**src/rtl/fft_sram_arbiter_if.sv**
```systemverilog
// fft_sram_arbiter_if
//   Requester-side bus of the FFT SRAM arbiter.
//
//   Handshake: a requester holds req[i] (with we[i], addr<i>, wdata<i>) high
//   until it sees gnt[i]; gnt is a one-cycle pulse coincident with the SRAM
//   access, and the requester must update or drop req[i] on the following
//   edge. Reads come back later as a one-cycle rvalid pulse tagged by rid.
//
//   Signals:
//     req[2:0]      request per requester (0 host, 1 bfly read, 2 bfly write)
//     we[2:0]       per-requester write flag (1 = write)
//     addr0..addr2  per-requester 16-bit SRAM word address
//     wdata0..2     per-requester 32-bit write data
//     gnt[2:0]      one-hot grant pulse
//     rvalid        read data valid pulse
//     rid[1:0]      requester index owning rdata
//     rdata[31:0]   read data
//   Modports: master (requester side), slave (arbiter side).
interface fft_sram_arbiter_if;
    logic [2:0]  req;
    logic [2:0]  we;
    logic [15:0] addr0;
    logic [15:0] addr1;
    logic [15:0] addr2;
    logic [31:0] wdata0;
    logic [31:0] wdata1;
    logic [31:0] wdata2;
    logic [2:0]  gnt;
    logic        rvalid;
    logic [1:0]  rid;
    logic [31:0] rdata;

    modport master (
        output req, we, addr0, addr1, addr2, wdata0, wdata1, wdata2,
        input  gnt, rvalid, rid, rdata
    );

    modport slave (
        input  req, we, addr0, addr1, addr2, wdata0, wdata1, wdata2,
        output gnt, rvalid, rid, rdata
    );
endinterface

```
**src/rtl/fft_sram_arbiter.sv**
```systemverilog
// fft_sram_arbiter
//   Single-port SRAM arbiter for an FFT engine: host load/unload (0),
//   butterfly read path (1) and butterfly write path (2). One access per
//   cycle, round-robin, every output registered.
//
//   Ports:
//     clk             clock, rising edge
//     n_rst           asynchronous active-low reset
//     bus             fft_sram_arbiter_if.slave requester bus
//     sram_read_ena   SRAM read strobe
//     sram_write_ena  SRAM write strobe
//     sram_addr       SRAM address (holds last value when idle)
//     sram_wdata      SRAM write data (holds last value when idle)
//     sram_rdata      SRAM read data; sampled at the end of the read strobe
//                     cycle and presented on rdata with rvalid one cycle later
//     busy            high in ACCESS and RETURN
//     state_dbg       FSM state for debug: 0 IDLE, 1 ACCESS, 2 RETURN
//
//   Configuration macro: FFT_ARB_HOST_PRIORITY_EN -- when defined, requester 0
//   wins whenever eligible and round-robin runs only between 1 and 2.
module fft_sram_arbiter (
    input  logic                     clk,
    input  logic                     n_rst,
    fft_sram_arbiter_if.slave        bus,
    output logic                     sram_read_ena,
    output logic                     sram_write_ena,
    output logic [15:0]              sram_addr,
    output logic [31:0]              sram_wdata,
    input  logic [31:0]              sram_rdata,
    output logic                     busy,
    output logic [1:0]               state_dbg
);
    localparam int NREQ = 3;

    typedef enum logic [1:0] {
        IDLE   = 2'd0,
        ACCESS = 2'd1,
        RETURN = 2'd2
    } state_t;

    state_t          state_q, state_d;
    logic [NREQ-1:0] gnt_q, gnt_d;
    logic            rd_q, rd_d;
    logic            wr_q, wr_d;
    logic [15:0]     addr_q, addr_d;
    logic [31:0]     wdata_q, wdata_d;
    logic [1:0]      idx_q, idx_d;    // requester owning the current access
    logic [1:0]      ptr_q, ptr_d;    // last round-robin winner
    logic            rvalid_q, rvalid_d;
    logic [1:0]      rid_q, rid_d;
    logic [31:0]     rdata_q, rdata_d;
    logic            busy_q, busy_d;

    // Arbitration: the requester holding the grant this cycle is masked.
    logic [3:0]      elig;
    logic            any_elig;
    logic [1:0]      win;
    logic [1:0]      c0, c1;

    always_comb begin
        elig     = {1'b0, bus.req & ~gnt_q};
        any_elig = |elig[NREQ-1:0];
        win      = 2'd0;
        c0       = 2'd0;
        c1       = 2'd0;
`ifdef FFT_ARB_HOST_PRIORITY_EN
        // Host first; ptr only remembers the last 1-vs-2 winner.
        c0 = (ptr_q == 2'd1) ? 2'd2 : 2'd1;
        c1 = (ptr_q == 2'd1) ? 2'd1 : 2'd2;
        if (elig[0])       win = 2'd0;
        else if (elig[c0]) win = c0;
        else               win = c1;
`else
        // Search order: ptr+1, ptr+2, ptr (mod 3).
        c0 = (ptr_q == 2'd2) ? 2'd0 : ptr_q + 2'd1;
        c1 = (c0 == 2'd2) ? 2'd0 : c0 + 2'd1;
        if (elig[c0])      win = c0;
        else if (elig[c1]) win = c1;
        else               win = ptr_q;
`endif
    end

    // State register and all registered outputs.
    always_ff @(posedge clk or negedge n_rst) begin
        if (!n_rst) begin
            state_q  <= IDLE;
            gnt_q    <= '0;
            rd_q     <= 1'b0;
            wr_q     <= 1'b0;
            addr_q   <= '0;
            wdata_q  <= '0;
            idx_q    <= 2'd0;
            ptr_q    <= 2'd2;
            rvalid_q <= 1'b0;
            rid_q    <= 2'd0;
            rdata_q  <= '0;
            busy_q   <= 1'b0;
        end else begin
            state_q  <= state_d;
            gnt_q    <= gnt_d;
            rd_q     <= rd_d;
            wr_q     <= wr_d;
            addr_q   <= addr_d;
            wdata_q  <= wdata_d;
            idx_q    <= idx_d;
            ptr_q    <= ptr_d;
            rvalid_q <= rvalid_d;
            rid_q    <= rid_d;
            rdata_q  <= rdata_d;
            busy_q   <= busy_d;
        end
    end

    // Next state.
    always_comb begin
        state_d = IDLE;
        if (any_elig)
            state_d = ACCESS;
        else if (state_q == ACCESS && rd_q)
            state_d = RETURN;
    end

    // Next values of the registered outputs.
    always_comb begin
        gnt_d   = '0;
        rd_d    = 1'b0;
        wr_d    = 1'b0;
        addr_d  = addr_q;
        wdata_d = wdata_q;
        idx_d   = idx_q;
        ptr_d   = ptr_q;
        if (any_elig) begin
            gnt_d = 3'b001 << win;
            wr_d  = bus.we[win];
            rd_d  = ~bus.we[win];
            idx_d = win;
            case (win)
                2'd0: begin
                    addr_d  = bus.addr0;
                    wdata_d = bus.wdata0;
                end
                2'd1: begin
                    addr_d  = bus.addr1;
                    wdata_d = bus.wdata1;
                end
                default: begin
                    addr_d  = bus.addr2;
                    wdata_d = bus.wdata2;
                end
            endcase
`ifdef FFT_ARB_HOST_PRIORITY_EN
            if (win != 2'd0)
                ptr_d = win;
`else
            ptr_d = win;
`endif
        end
        // A read issued this cycle returns on the next one; rid/rdata hold otherwise.
        rvalid_d = rd_q;
        rid_d    = rd_q ? idx_q : rid_q;
        rdata_d  = rd_q ? sram_rdata : rdata_q;
        busy_d   = (state_d != IDLE);
    end

    assign bus.gnt        = gnt_q;
    assign bus.rvalid     = rvalid_q;
    assign bus.rid        = rid_q;
    assign bus.rdata      = rdata_q;
    assign sram_read_ena  = rd_q;
    assign sram_write_ena = wr_q;
    assign sram_addr      = addr_q;
    assign sram_wdata     = wdata_q;
    assign busy           = busy_q;
    assign state_dbg      = state_q;
endmodule

```
**src/flat_wrapper.sv**
```systemverilog
// flat-port wrapper written by rule: the top's interface ports become plain ports
module fft_sram_arbiter_flat 
  (clk, n_rst, sram_read_ena, sram_write_ena, sram_addr, sram_wdata, sram_rdata, busy, state_dbg, bus_req, bus_we, bus_addr0, bus_addr1, bus_addr2, bus_wdata0, bus_wdata1, bus_wdata2, bus_gnt, bus_rvalid, bus_rid, bus_rdata);
  fft_sram_arbiter_if bus_i ();
  input  logic clk;
  input  logic n_rst;
  output logic sram_read_ena;
  output logic sram_write_ena;
  output logic [15:0] sram_addr;
  output logic [31:0] sram_wdata;
  input  logic [31:0] sram_rdata;
  output logic busy;
  output logic [1:0] state_dbg;
  input wire logic [$bits(bus_i.req)-1:0] bus_req;
  input wire logic [$bits(bus_i.we)-1:0] bus_we;
  input wire logic [$bits(bus_i.addr0)-1:0] bus_addr0;
  input wire logic [$bits(bus_i.addr1)-1:0] bus_addr1;
  input wire logic [$bits(bus_i.addr2)-1:0] bus_addr2;
  input wire logic [$bits(bus_i.wdata0)-1:0] bus_wdata0;
  input wire logic [$bits(bus_i.wdata1)-1:0] bus_wdata1;
  input wire logic [$bits(bus_i.wdata2)-1:0] bus_wdata2;
  output wire logic [$bits(bus_i.gnt)-1:0] bus_gnt;
  output wire logic [$bits(bus_i.rvalid)-1:0] bus_rvalid;
  output wire logic [$bits(bus_i.rid)-1:0] bus_rid;
  output wire logic [$bits(bus_i.rdata)-1:0] bus_rdata;
  assign bus_i.req = bus_req;
  assign bus_i.we = bus_we;
  assign bus_i.addr0 = bus_addr0;
  assign bus_i.addr1 = bus_addr1;
  assign bus_i.addr2 = bus_addr2;
  assign bus_i.wdata0 = bus_wdata0;
  assign bus_i.wdata1 = bus_wdata1;
  assign bus_i.wdata2 = bus_wdata2;
  assign bus_gnt = bus_i.gnt;
  assign bus_rvalid = bus_i.rvalid;
  assign bus_rid = bus_i.rid;
  assign bus_rdata = bus_i.rdata;
  fft_sram_arbiter u_core (.clk(clk), .n_rst(n_rst), .bus(bus_i), .sram_read_ena(sram_read_ena), .sram_write_ena(sram_write_ena), .sram_addr(sram_addr), .sram_wdata(sram_wdata), .sram_rdata(sram_rdata), .busy(busy), .state_dbg(state_dbg));
endmodule
```
**config.mk**
```make
export PLATFORM = sky130hd
export DESIGN_NAME = fft_sram_arbiter_flat
export DESIGN_NICKNAME = d
export VERILOG_FILES = /design/src/rtl/fft_sram_arbiter_if.sv /design/src/rtl/fft_sram_arbiter.sv /design/src/flat_wrapper.sv
export SDC_FILE = /design/constraint.sdc
export NUM_CORES = 1
export LEC_CHECK = 0
export BUFFER_PORTS_ARGS = -buffer_cell sky130_fd_sc_hd__buf_2
export CORE_AREA = 2 2 107 109
export CTS_CLUSTER_DIAMETER = 40
export CTS_CLUSTER_SIZE = 25
export DETAILED_ROUTE_END_ITERATION = 10
export DIE_AREA = 0 0 109 111
export GPL_TIMING_DRIVEN = 1
export MAX_ROUTING_LAYER = met4
export PLACE_DENSITY = 0.78
export SLEW_MARGIN = 25
export SYNTH_ARGS = -nofsm -noshare
export SYNTH_HDL_FRONTEND = slang
export SYNTH_SLANG_ARGS = --single-unit
```
**constraint.sdc**
```tcl
create_clock -name clk -period 3 [get_ports clk]
set_input_delay 0.3 -clock clk [delete_from_list [all_inputs] [get_ports clk]]
set_output_delay 0.3 -clock clk [all_outputs]
set_load 0.01 [all_outputs]
```
Word-level counts from Yosys, hierarchy flattened. Cells that the tools add are included.

Bits in registers: 95. Latch bits: 0. Memory bits (writable): 0. Bits in read-only memories: 0. Input bits: 184. Output and inout bits: 91. Logic and storage cells: 46. Memories kept: 0.

$add $sub $neg: 2. $mul: 0. Divide/modulo/power cells: 0. Magnitude comparators: 3. Equality and inequality tests: 4. Shift operators: 1. Mux-type cells: 17. Bitwise logic cells: 3. Reduce and logical (&&, ||, !) cells: 4.

Operators with widths (number): 32-bit case mux with 2 select lines (1); 16-bit case mux with 2 select lines (1); 2-bit 2-to-1 mux (6); 2-bit by 3-bit less-than comparator with 1-bit output, second input constant (3); 1-bit binary-select mux with 2-bit select (3); 1-bit 2-to-1 mux (5); 2-bit by 1-bit adder with 2-bit output, second input constant (2); 2-bit by 1-bit equality test with 1-bit output, second input constant (2); 2-bit equality test, second input constant (2); 3-bit AND (1); 3-bit 2-to-1 mux (1); 3-bit NOT (1); 3-bit OR reduction (1); 1-bit by 2-bit left shift with 3-bit output, first input constant (1); 2-bit zero test (1); 2-bit nonzero test (1); 1-bit logical AND (1); 1-bit NOT (1).

Longest topological paths before layout. Gate-level depths: netlist of the first run.

Word-level depth: 12. Depth in mapped cells: 8. Mapped depth without buffers: 5.

Worst setup path after synthesis of the first run. OpenSTA, ideal clock, no wires.

Path kind: reg-to-reg. Start point: register u_core.ptr_q[1]. End point: register u_core.rd_q (netlist: u_core.sram_read_ena). Setup time: 119 ps. Arrival time: 1722 ps. Required time: 2881 ps. Setup slack: 1160 ps. Stages on the path, launching flop included: 8. Buffers on the path: 2. Clock period less this slack: 1840 ps. Cell sequence: dfstp_2 -> clkbuf_1 -> nor3b_1 -> a32oi_2 -> inv_2 -> buf_6 -> o221a_1 -> o21a_1.

Cells in the longest elaborated chain, start to end: 12. Elaborated cells between the ends (all ways): 16. Those cells by class: add/sub (2); eq/ne (2); mux (11); bitwise (1).

Ends and longest elaborated chain: from (decl) (RTL line fft_sram_arbiter.sv:48) `logic [1:0] ptr_q, ptr_d;`; from (signal assigned) (RTL line fft_sram_arbiter.sv:106) `ptr_q <= ptr_d;`; 2-bit by 1-bit adder with 2-bit output / 2-bit equality test (equally long branches) (RTL line fft_sram_arbiter.sv:75) `c0 = (ptr_q == 2'd2) ? 2'd0 : ptr_q + 2'd1;`; 2-bit 2-to-1 mux (RTL line fft_sram_arbiter.sv:75); 2-bit by 1-bit adder with 2-bit output / 2-bit equality test (equally long branches) (RTL line fft_sram_arbiter.sv:76) `c1 = (c0 == 2'd2) ? 2'd0 : c0 + 2'd1;`; 2-bit 2-to-1 mux (RTL line fft_sram_arbiter.sv:76); 1-bit binary-select mux with 2-bit select (RTL line fft_sram_arbiter.sv:78) `else if (elig[c1]) win = c1;`; 1-bit 2-to-1 mux (not written as such) (RTL line fft_sram_arbiter.sv:78); 2-bit 2-to-1 mux (RTL line fft_sram_arbiter.sv:78); 2-bit 2-to-1 mux * (RTL line fft_sram_arbiter.sv:77) `if (elig[c0]) win = c0;`; 1-bit binary-select mux with 2-bit select * (RTL line fft_sram_arbiter.sv:135) `rd_d = ~bus.we[win];`; 1-bit 2-to-1 mux (not written as such) * (RTL line fft_sram_arbiter.sv:135); 1-bit NOT * (RTL line fft_sram_arbiter.sv:135); 1-bit 2-to-1 mux * (RTL line fft_sram_arbiter.sv:132) `if (any_elig) begin`; named net u_core.rd_d (RTL line fft_sram_arbiter.sv:43) `logic rd_q, rd_d;`; to (signal assigned) (RTL line fft_sram_arbiter.sv:101) `rd_q <= rd_d;`; to (decl) (RTL line fft_sram_arbiter.sv:43).

Mark *: on every way through the listed nets, which the timed path passes. The rest lies on a longest branch. The select of a mux whose other input is x is not followed. A chain may end at the register's enable or synchronous reset.

Final worst setup path of the first run.
Start point: register u_core.ptr_q[0]. End point: register u_core.rd_q (netlist: u_core.sram_read_ena).

The elaborated chain is that of the path after synthesis.

==> results.py, run 1 <==
metrics = {
    "timing": {
        "period_minus_slack_ns": 2.37,
        "fin_crit_sh_pct": 79.1,
        "skew_ns": 0.0121,
        "setup_ws_ns": 0.628,
        "hold_viol": 0,
        "relSlewSlack_pct": 31.9,
        "finalSetupTns_ns": 0,
        "setup_viol": 0,
        "maxSlewViolCount": 0,
        "rsz0062_at_grt": "false",
        "tightest_slew_ns": 1.02,
        "clock.fmax_ghz": 0.422,
    },
    "logic_synthesis": {
        "yosys_warnings": 0,
        "yosysSeqAreaShare_pct": 51.6,
        "ys_async_sr_fraction_pct": 100,
        "ys.flop_type": "dfrtp_1",
        "synth_edf_count": 0,
        "syn_inst": 453,
        "synth.net_count": 637,
        "ys_types": 35,
        "synth_top_area_cell": "dfrtp_1",
        "ys_top_cells_by_area": "dfrtp_1 (51%), nand3_1 (11%), a221oi_1 (9.2%), mux2_2 (8.4%), a31oi_1 (6.6%)",
        "synth.most_common_cell": "nand3_1",
        "synthesis.area_um2": 4560,
        "synth_common_cells": "nand3_1 (96), dfrtp_1 (93), nor2_1 (54)",
        "syn-mean-instance-area_um2": 10.1,
        "synth-seq-cells": 94,
        "synth_top_cell_area_share_pct": 51.0,
    },
    "worst_setup_path": {
        "worstSetupEndpointType": "register",
        "cp-start-kind": "register",
        "cp_max_fo": 50,
        "cp.required_ns": 3.23,
        "cp.arrival_ns": 2.60,
        "critPathKind": "register to register",
    },
    "pwr": {
        "total_power_mw": 6.93,
        "vdd_drop_max_mv": 0.542,
        "p_per_area_nw_per_um2": 1090,
        "p_leak_nw": 3.00,
    },
    "clock_tree": {
        "cts_tree": "yes",
        "htreeDepth": 3,
        "cts_buffer_depth": 2,
        "post_cts_resized": 0,
        "cts_buffers": 9,
        "ctsHoldBuffers": 0,
        "clk_latency_ns": 0.34,
        "post-cts-setup-buffer-count": 0,
        "root_buffer": "clkbuf_16",
        "path_clk_slew_ns": 0.07,
        "cts_sinks": 94,
    },
    "global_routing": {
        "grt.total_usage_pct": 25.5,
        "grt_pass1_wl_um": 23300,
        "first_global_vias": 4800,
        "grt_remaining_overflow": 0,
        "grt_max_degree": 95,
        "antenna_found_initial": 4,
    },
    "die": {
        "rows": 39,
        "die_w_um": 109,
        "die-area_um2": 12100,
        "die_h_um": 111,
        "start_util_pct": 41.2,
        "io_pins": 275,
        "core_area_um2": 11100,
    },
    "detailed_routing": {
        "num_vias": 4946,
        "wirelength_um": 15600,
        "drt-pass1-iter-count": 5,
        "drc_errors": 0,
        "drtIter0Drc": 393,
        "vias_per_cell": 5.82,
        "ant_nets": 0,
        "wl_per_cell_um": 18.3,
    },
    "place": {
        "place.port_buffers": 274,
        "dp_cells": 830,
        "gp_congestion": 0.880,
        "pre_cts_slack_ns": 0.658,
        "dp_hpwl_um": 11000,
    },
    "worst_hold_path": {
        "hold_class": "input port to async pin",
    },
    "final_layout": {
        "nNetsFinal": 882,
        "nFillCells": 922,
        "multi_input_area_um2": 2010,
        "utilization_pct": 57.6,
        "layout.cells.non_filler": 850,
        "drive_gt1_share_pct": 48.8,
        "regArea_um2": 2350,
        "layout-area-overhead-vs-synth_pct": 39.8,
    },
    "job": {
        "cap_violations": 0,
    },
    "status": {
        "status": "completed",
    },
}
## worst max-delay path, cell delays in order (launching register included)
cell and delay [ns]:
dfrtp_1 0.47, or3b_4 0.45, a32oi_2 0.29, inv_2 0.43, o221a_1 0.44, o21a_1 0.19
## path summary, 6_finish.rpt
path,from,endpoint,slack [ns],depth (start not counted)
max in group asynchronous,n_rst,u_core.ptr_q[1],2.61,2
min in group clk,sram_rdata[15],u_core.bus.rdata[15],0.19,2
hold / removal,n_rst,u_core.bus.rdata[24],0.009,2
hold reg to reg,u_core.sram_read_ena,u_core.bus.rvalid,0.50,0
setup / recovery,u_core.ptr_q[0],u_core.sram_read_ena,0.63,5
setup reg to reg,u_core.ptr_q[0],u_core.sram_read_ena,0.63,5
## cells in the final DEF, fill, tap and decap left out, types with 2 or more instances in the layout
master,instances
a21oi_1,2
bufinv_16,2
buf_4,5
a221oi_1,48
nor2_1,54
clkbuf_16,9
nand3_1,96
dfrtp_1,93
nand2b_1,2
nor3b_1,2
inv_1,2
buf_12,4
mux2_2,34
inv_2,2
a31oi_1,48
buf_2,273
diode_2,4
## per-stage QoR
step                hold slack [ns]  area [um2]
global route                 0.0469        6380
finish                      0.00874        6380
floorplan                   0.00441        4560
global placement              0.385        6050
CTS                          0.0337        6370
detailed placement            0.397        6050
## power by group
part,internal (mW),switching [mW],total (mW)
sequential,1.92,0.373,2.30
combinational,1.44,1.94,3.39
clock,0.739,0.505,1.24
total,4.10,2.82,6.93
## registers in the layout, indices dropped and copies added (netlist names), 2 cells and up
name / flops
u_core.bus.gnt: 3
u_core.bus.rdata: 32
u_core.bus.rid: 2
u_core.ptr_q: 2
u_core.sram_addr: 16
u_core.sram_wdata: 32
u_core.state_dbg: 2
## layout make-up
cell class | instances | share of cell area, %
Clock inverter | 6 | 1.45
Sequential cell | 94 | 36.9
Timing Repair Buffer | 282 | 23.3
Clock buffer | 10 | 3.59
Tap cell | 143 | 2.81
Inverter | 4 | 0.235
Antenna cell | 4 | 0.157
Multi-Input combinational cell | 307 | 31.6
## metal layers
metal | wire length (um) | up-vias | part of all wire, % | GRT usage, %
met3 | 1460 | 40 | 9.4 | 5.58
li1 | - | 2220 | - | -
met2 | 7640 | 309 | 49 | 42.7
met1 | 6010 | 2377 | 39 | 28.6
met5 | 0 | - | 0 | -
met4 | 462 | 0 | 3.0 | 11.8
## kinds of logic after synthesis
group | count (synthesis) | synth area share [%]
flip-flops | 94 | 51.6
buffers and inverters | 52 | 4.64
AND/OR/NAND/NOR | 165 | 17.3
AO/OA/AOI/OAI | 108 | 18.1
multiplexers | 34 | 8.40
(Power assumes the default switching activity.)
==> run 2: changes to the inputs <==
Settings changed: CORE_AREA 2 2 107 109 to unset, CORE_UTILIZATION set to 39, DIE_AREA 0 0 109 111 to unset, PLACE_DENSITY 0.78 to 0.76.
Clock period 3 ns to 2 ns, I/O delays scaled along.
==> run 2 against run 1 <==
Non-clock buffer count increased by 12; clock skew increased by 0.00052 ns; critical path type unchanged; cell count increased by 0.94%; largest cell class unchanged; first-iteration DRC count increased by 24%.
==> results.py, run 2 (synthesis results as in run 1) <==
metrics = {
    "global_routing": {
        "grt_remaining_overflow": 0,
        "grt_max_degree": 49,
        "grt_pass1_wl_um": 23600,
        "grt.total_usage_pct": 26.0,
        "antenna_found_initial": 0,
        "first_global_vias": 4887,
    },
    "detailed_routing": {
        "drc_errors": 0,
        "ant_nets": 0,
        "wirelength_um": 15700,
        "num_vias": 5009,
        "drt-pass1-iter-count": 5,
        "wl_per_cell_um": 18.3,
        "vias_per_cell": 5.84,
        "drtIter0Drc": 488,
    },
    "timing": {
        "relSlewSlack_pct": 61.6,
        "skew_ns": 0.0126,
        "setup_ws_ns": 0.0195,
        "tightest_slew_ns": 0.576,
        "fin_crit_sh_pct": 99.0,
        "hold_viol": 0,
        "whs_ns": 0.0895,
        "setup_viol": 0,
        "period_minus_slack_ns": 1.98,
        "finalSetupTns_ns": 0,
        "rsz0062_at_grt": "true",
        "maxSlewViolCount": 0,
        "clock.fmax_ghz": 0.505,
    },
    "worst_setup_path": {
        "cp.depth": 6,
        "cp_top_family": "compound AO/OA/AOI/OAI gates",
        "ff2ff_setup_slack_ns": 0.02,
        "cp.arrival_ns": 2.19,
        "worstSetupStartpoint": "u_core.ptr_q[0]",
        "worstSetupEndpointType": "register",
        "critPathBufInv": 2,
        "cp-start-kind": "register",
        "path_cells": "or3b_4 -> a32oi_4 -> inv_2 -> buf_6 -> a221oi_1 -> a31oi_1",
        "r2r_cells": 6,
        "rr_startpoint": "u_core.ptr_q[0]",
        "endpoint": "u_core.sram_addr[7]",
        "cp_slowest_cell": "or3b_4",
        "cp.required_ns": 2.21,
        "cp_max_fo": 24,
        "crit_path_max_incr_delay_ns": 0.44,
        "worstReg2RegEnd": "u_core.sram_addr[7]",
        "critPathKind": "register to register",
    },
    "die": {
        "die_w_um": 110,
        "io_pins": 275,
        "die-area_um2": 12100,
        "rows": 39,
        "start_util_pct": 39.9,
        "core_area_um2": 11400,
        "die_h_um": 110,
    },
    "final_layout": {
        "nNetsFinal": 894,
        "antenna_cells": 0,
        "final_common_cell": "buf_2",
        "layout-area-overhead-vs-synth_pct": 43.3,
        "drive_gt1_share_pct": 51.5,
        "mostFrequentLayoutCells": "buf_2 (273), nand3_1 (96), dfrtp_1 (93)",
    },
    "pwr": {
        "p_per_area_nw_per_um2": 1610,
        "vdd_drop_max_mv": 0.965,
        "p_leak_nw": 3.08,
    },
    "place": {
        "pre_cts_slack_ns": 0.0208,
        "gp_congestion": 0.804,
        "place.port_buffers": 274,
        "dp_hpwl_um": 10900,
    },
    "job": {
        "cap_violations": 0,
    },
    "clock_tree": {
        "path_clk_slew_ns": 0.07,
        "root_buffer": "clkbuf_16",
        "cts_sinks": 94,
        "cts_buffer_depth": 2,
        "cts_buffers": 9,
        "cts_tree": "yes",
        "clk_latency_ns": 0.34,
        "htreeDepth": 3,
    },
    "status": {
        "status": "completed",
    },
    "worst_hold_path": {
        "hold_class": "input port to register",
    },
}
[run 2: cell count changes in the layout (fill, tap and decap cells not counted), sizes merged]
| cell | change |
|---|---|
| clkinv | +2 |
| diode | -4 |
| buf | +11 |
| dlygate4sd3 | +1 |
| clkbuf | -1 |
| clkinvlp | -1 |
| inv | +2 |
| bufinv | -2 |
[run 2: stage by stage]
stage	instance area, um2	total power, mW	utilization [%]	instances
4_1_cts	6440	10.4	56.4	858
5_1_grt	6540	11.2	57.3	858
3_3_place_gp	6140	8.44	53.8	841
6_report	6540	10.5	57.3	858
2_1_floorplan	4560	6.59	-	453
3_5_place_dp	6140	8.69	53.8	841
[run 2: worst reg2reg max path, cell delays in order, from the launching register on]
cell      delay [ns]
dfrtp_1         0.40
or3b_4          0.44
a32oi_4         0.27
inv_2           0.10
buf_6           0.20
a221oi_1        0.33
a31oi_1         0.13
[run 2: worst min path at each step]
stage               slack [ns]           start                    to  depth (start not counted)
floorplan                 -0.1           n_rst     u_core.bus.gnt[0]                          0
detailed placement        0.16           n_rst  u_core.bus.rdata[31]                          1
CTS                       0.08  sram_rdata[11]  u_core.bus.rdata[11]                          2
global route              0.08  sram_rdata[11]  u_core.bus.rdata[11]                          2
global placement          0.14           n_rst  u_core.bus.rdata[31]                          1
finish                    0.09  sram_rdata[11]  u_core.bus.rdata[11]                          2
[run 2: cell type report]
cell class,count,area (um2)
clock buffers,9,225
clock inverters,7,62.6
fillers,1037,4880
inverters,4,15.0
multi-input cells,307,2110
flip-flops and latches,94,2350
well taps,143,179
repair buffers,294,1600
[run 2: timing repair]
| item | in CTS | in global routing |
|---|---|---|
| endpoints found under the setup margin | 0 | 43 |
| hold endpoints to repair | 27 | 0 |
| resized for setup | 0 | 16 |
| hold buffers | 1 | 0 |
| setup buffers | 0 | 0 |
[run 2: layer usage]
metal	vias to the layer above	GRT usage [%]	share of wire (%)
met5	-	-	0
met4	0	11.3	1.5
met3	29	4.88	8.2
met2	302	44.6	51
met1	2430	29.6	39
li1	2248	-	-
[run 2: where the power goes]
part	switching, mW	total, mW	leakage (nW)	internal [mW]
logic	3.06	5.39	1.84	2.33
registers	0.551	3.43	1.10	2.88
clock network	0.808	1.68	0.144	0.873
total	4.42	10.5	3.08	6.09
==> run 3: changes to the inputs <==
Settings changed: CORE_AREA set to 2 2 105 107, CORE_UTILIZATION 39 to unset, DIE_AREA set to 0 0 107 109, PLACE_DENSITY 0.76 to 0.8.
Clock period 2 ns to 2.1 ns, I/O delays scaled along.
==> run 3 against run 2 <==
Maximum frequency fell by 2.3%; largest power group unchanged; sequential share of layout area rose by 0.96 points; clock skew rose by 0.00060 ns; critical path type unchanged; die area fell by 3.9%; global-route usage fell by 0.48 points; sequential power fell by 5%.
==> results.py, run 3 (synthesis results as in run 1) <==
metrics = {
    "timing": {
        "hold_viol": 0,
        "maxSlewViolCount": 0,
        "setup_viol": 0,
        "whs_ns": 0.0785,
        "skew_ns": 0.0132,
        "tightest_slew_ns": 0.649,
        "period_minus_slack_ns": 2.03,
        "relSlewSlack_pct": 56.8,
        "clock.fmax_ghz": 0.493,
        "fin_crit_sh_pct": 96.5,
        "finalSetupTns_ns": 0,
        "setup_ws_ns": 0.0728,
    },
    "global_routing": {
        "grt_remaining_overflow": 0,
        "first_global_vias": 4762,
        "grt.total_usage_pct": 25.5,
        "grt_max_degree": 50,
        "grt_pass1_wl_um": 22800,
        "antenna_found_initial": 0,
    },
    "clock_tree": {
        "cts_sinks": 94,
        "root_buffer": "clkbuf_8",
        "cts_buffers": 9,
        "cts_tree": "yes",
        "clk_latency_ns": 0.36,
        "path_clk_slew_ns": 0.10,
        "htreeDepth": 3,
        "cts_buffer_depth": 2,
    },
    "worst_setup_path": {
        "crit_path_max_incr_delay_ns": 0.57,
        "critPathBufInv": 2,
        "cp.required_ns": 2.37,
        "critPathKind": "register to register",
        "ff2ff_setup_slack_ns": 0.07,
        "cp.arrival_ns": 2.30,
        "cp_top_family": "simple AND/OR/NAND/NOR gates",
        "path_cells": "nor3b_1 -> a32oi_4 -> inv_2 -> buf_4 -> a221oi_1 -> a31oi_1",
        "cp_slowest_cell": "nor3b_1",
        "cp-start-kind": "register",
        "worstSetupEndpointType": "register",
        "cp_max_fo": 29,
    },
    "place": {
        "placedInstanceArea_um2": 6080,
        "gp_congestion": 0.870,
        "pre_cts_slack_ns": 0.0633,
        "dp_hpwl_um": 10800,
        "dp_cells": 836,
        "place.port_buffers": 274,
    },
    "detailed_routing": {
        "drtIter0Drc": 511,
        "wirelength_um": 15400,
        "wl_per_cell_um": 18.0,
        "vias_per_cell": 5.87,
        "drc_errors": 0,
        "drt-pass1-iter-count": 5,
        "num_vias": 5012,
        "ant_nets": 0,
    },
    "pwr": {
        "total_power_mw": 9.65,
        "vdd_drop_max_mv": 0.601,
        "p_per_area_nw_per_um2": 1510,
        "p_leak_nw": 3.01,
    },
    "die": {
        "io_pins": 275,
        "core_area_um2": 10600,
        "die-area_um2": 11700,
        "rows": 38,
        "die_w_um": 107,
        "start_util_pct": 43.0,
        "die_h_um": 109,
    },
    "worst_hold_path": {
        "hold_class": "input port to register",
    },
    "final_layout": {
        "final_common_cell": "buf_2",
        "mostFrequentLayoutCells": "buf_2 (273), nand3_1 (96), dfrtp_1 (93)",
        "utilization_pct": 60.1,
        "antenna_cells": 0,
        "layout.cells.non_filler": 854,
        "drive_gt1_share_pct": 50.1,
        "nFillCells": 899,
        "nNetsFinal": 893,
        "final_area_um2": 6370,
        "layout-area-overhead-vs-synth_pct": 39.6,
    },
    "job": {
        "cap_violations": 0,
    },
    "status": {
        "status": "completed",
    },
}
==> run 3: changes by cell type in the layout (fill, tap and decap cells not counted), sizes merged <==
| cell | before | now |
|---|---|---|
| a311o | 1 | 2 |
| clkinv | 3 | 1 |
| buf | 293 | 291 |
| bufinv | 0 | 2 |
==> run 3: worst paths after layout <==
| kind | depth (start not counted) | startpoint | to |
|---|---|---|---|
| setup reg to reg | 6 | u_core.ptr_q[1] | u_core.sram_wdata[14] |
| min in group asynchronous | 2 | n_rst | u_core.bus.rdata[26] |
| setup / recovery | 6 | u_core.ptr_q[1] | u_core.sram_wdata[14] |
| max in group asynchronous | 3 | n_rst | u_core.bus.rid[0] |
| hold reg to reg | 1 | u_core.bus.rdata[18] | u_core.bus.rdata[18] |
| hold / removal | 2 | sram_rdata[6] | u_core.bus.rdata[6] |
==> run 3: worst reg2reg max path, delay by kind of cell (launching register included) <==
family / cells / cell delay (ns)
simple gates: 1 / 0.58
buf+inv: 2 / 0.43
compound gates: 3 / 0.49
flops: 1 / 0.45
==> run 3: final cells by class <==
type	count	area [um2]	share of cell area [%]
clock buffer	9	124	1.95
sequential	94	2350	37.0
tap	140	175	2.75
inverter	4	15.0	0.236
timing repair buffer	292	1540	24.1
multi-input combinational	308	2060	32.4
clock inverter	7	103	1.61
==> run 3: per-layer routing <==
metal | GRT usage, % | routed length [um] | share of wire (%) | vias to the layer above
met4 | 10.5 | 367 | 2.4 | 0
met5 | - | 0 | 0 | -
met2 | 43.3 | 7810 | 51 | 333
met1 | 30.0 | 5930 | 39 | 2388
met3 | 4.72 | 1260 | 8.2 | 43
li1 | - | - | - | 2248
==> run 3: report_power, final <==
part / switching (mW) / internal [mW] / leakage, nW
logic: 2.89 / 2.12 / 1.79
clock network: 0.682 / 0.691 / 0.117
registers: 0.521 / 2.74 / 1.10
total: 4.09 / 5.56 / 3.01
==> run 3: repair_timing <==
action / CTS / global route
hold buffers: 1 / 0
setup buffers: 0 / 0
endpoints found under the setup margin: 0 / 48
hold endpoints to repair: 46 / 0
gates resized for setup: 0 / 6
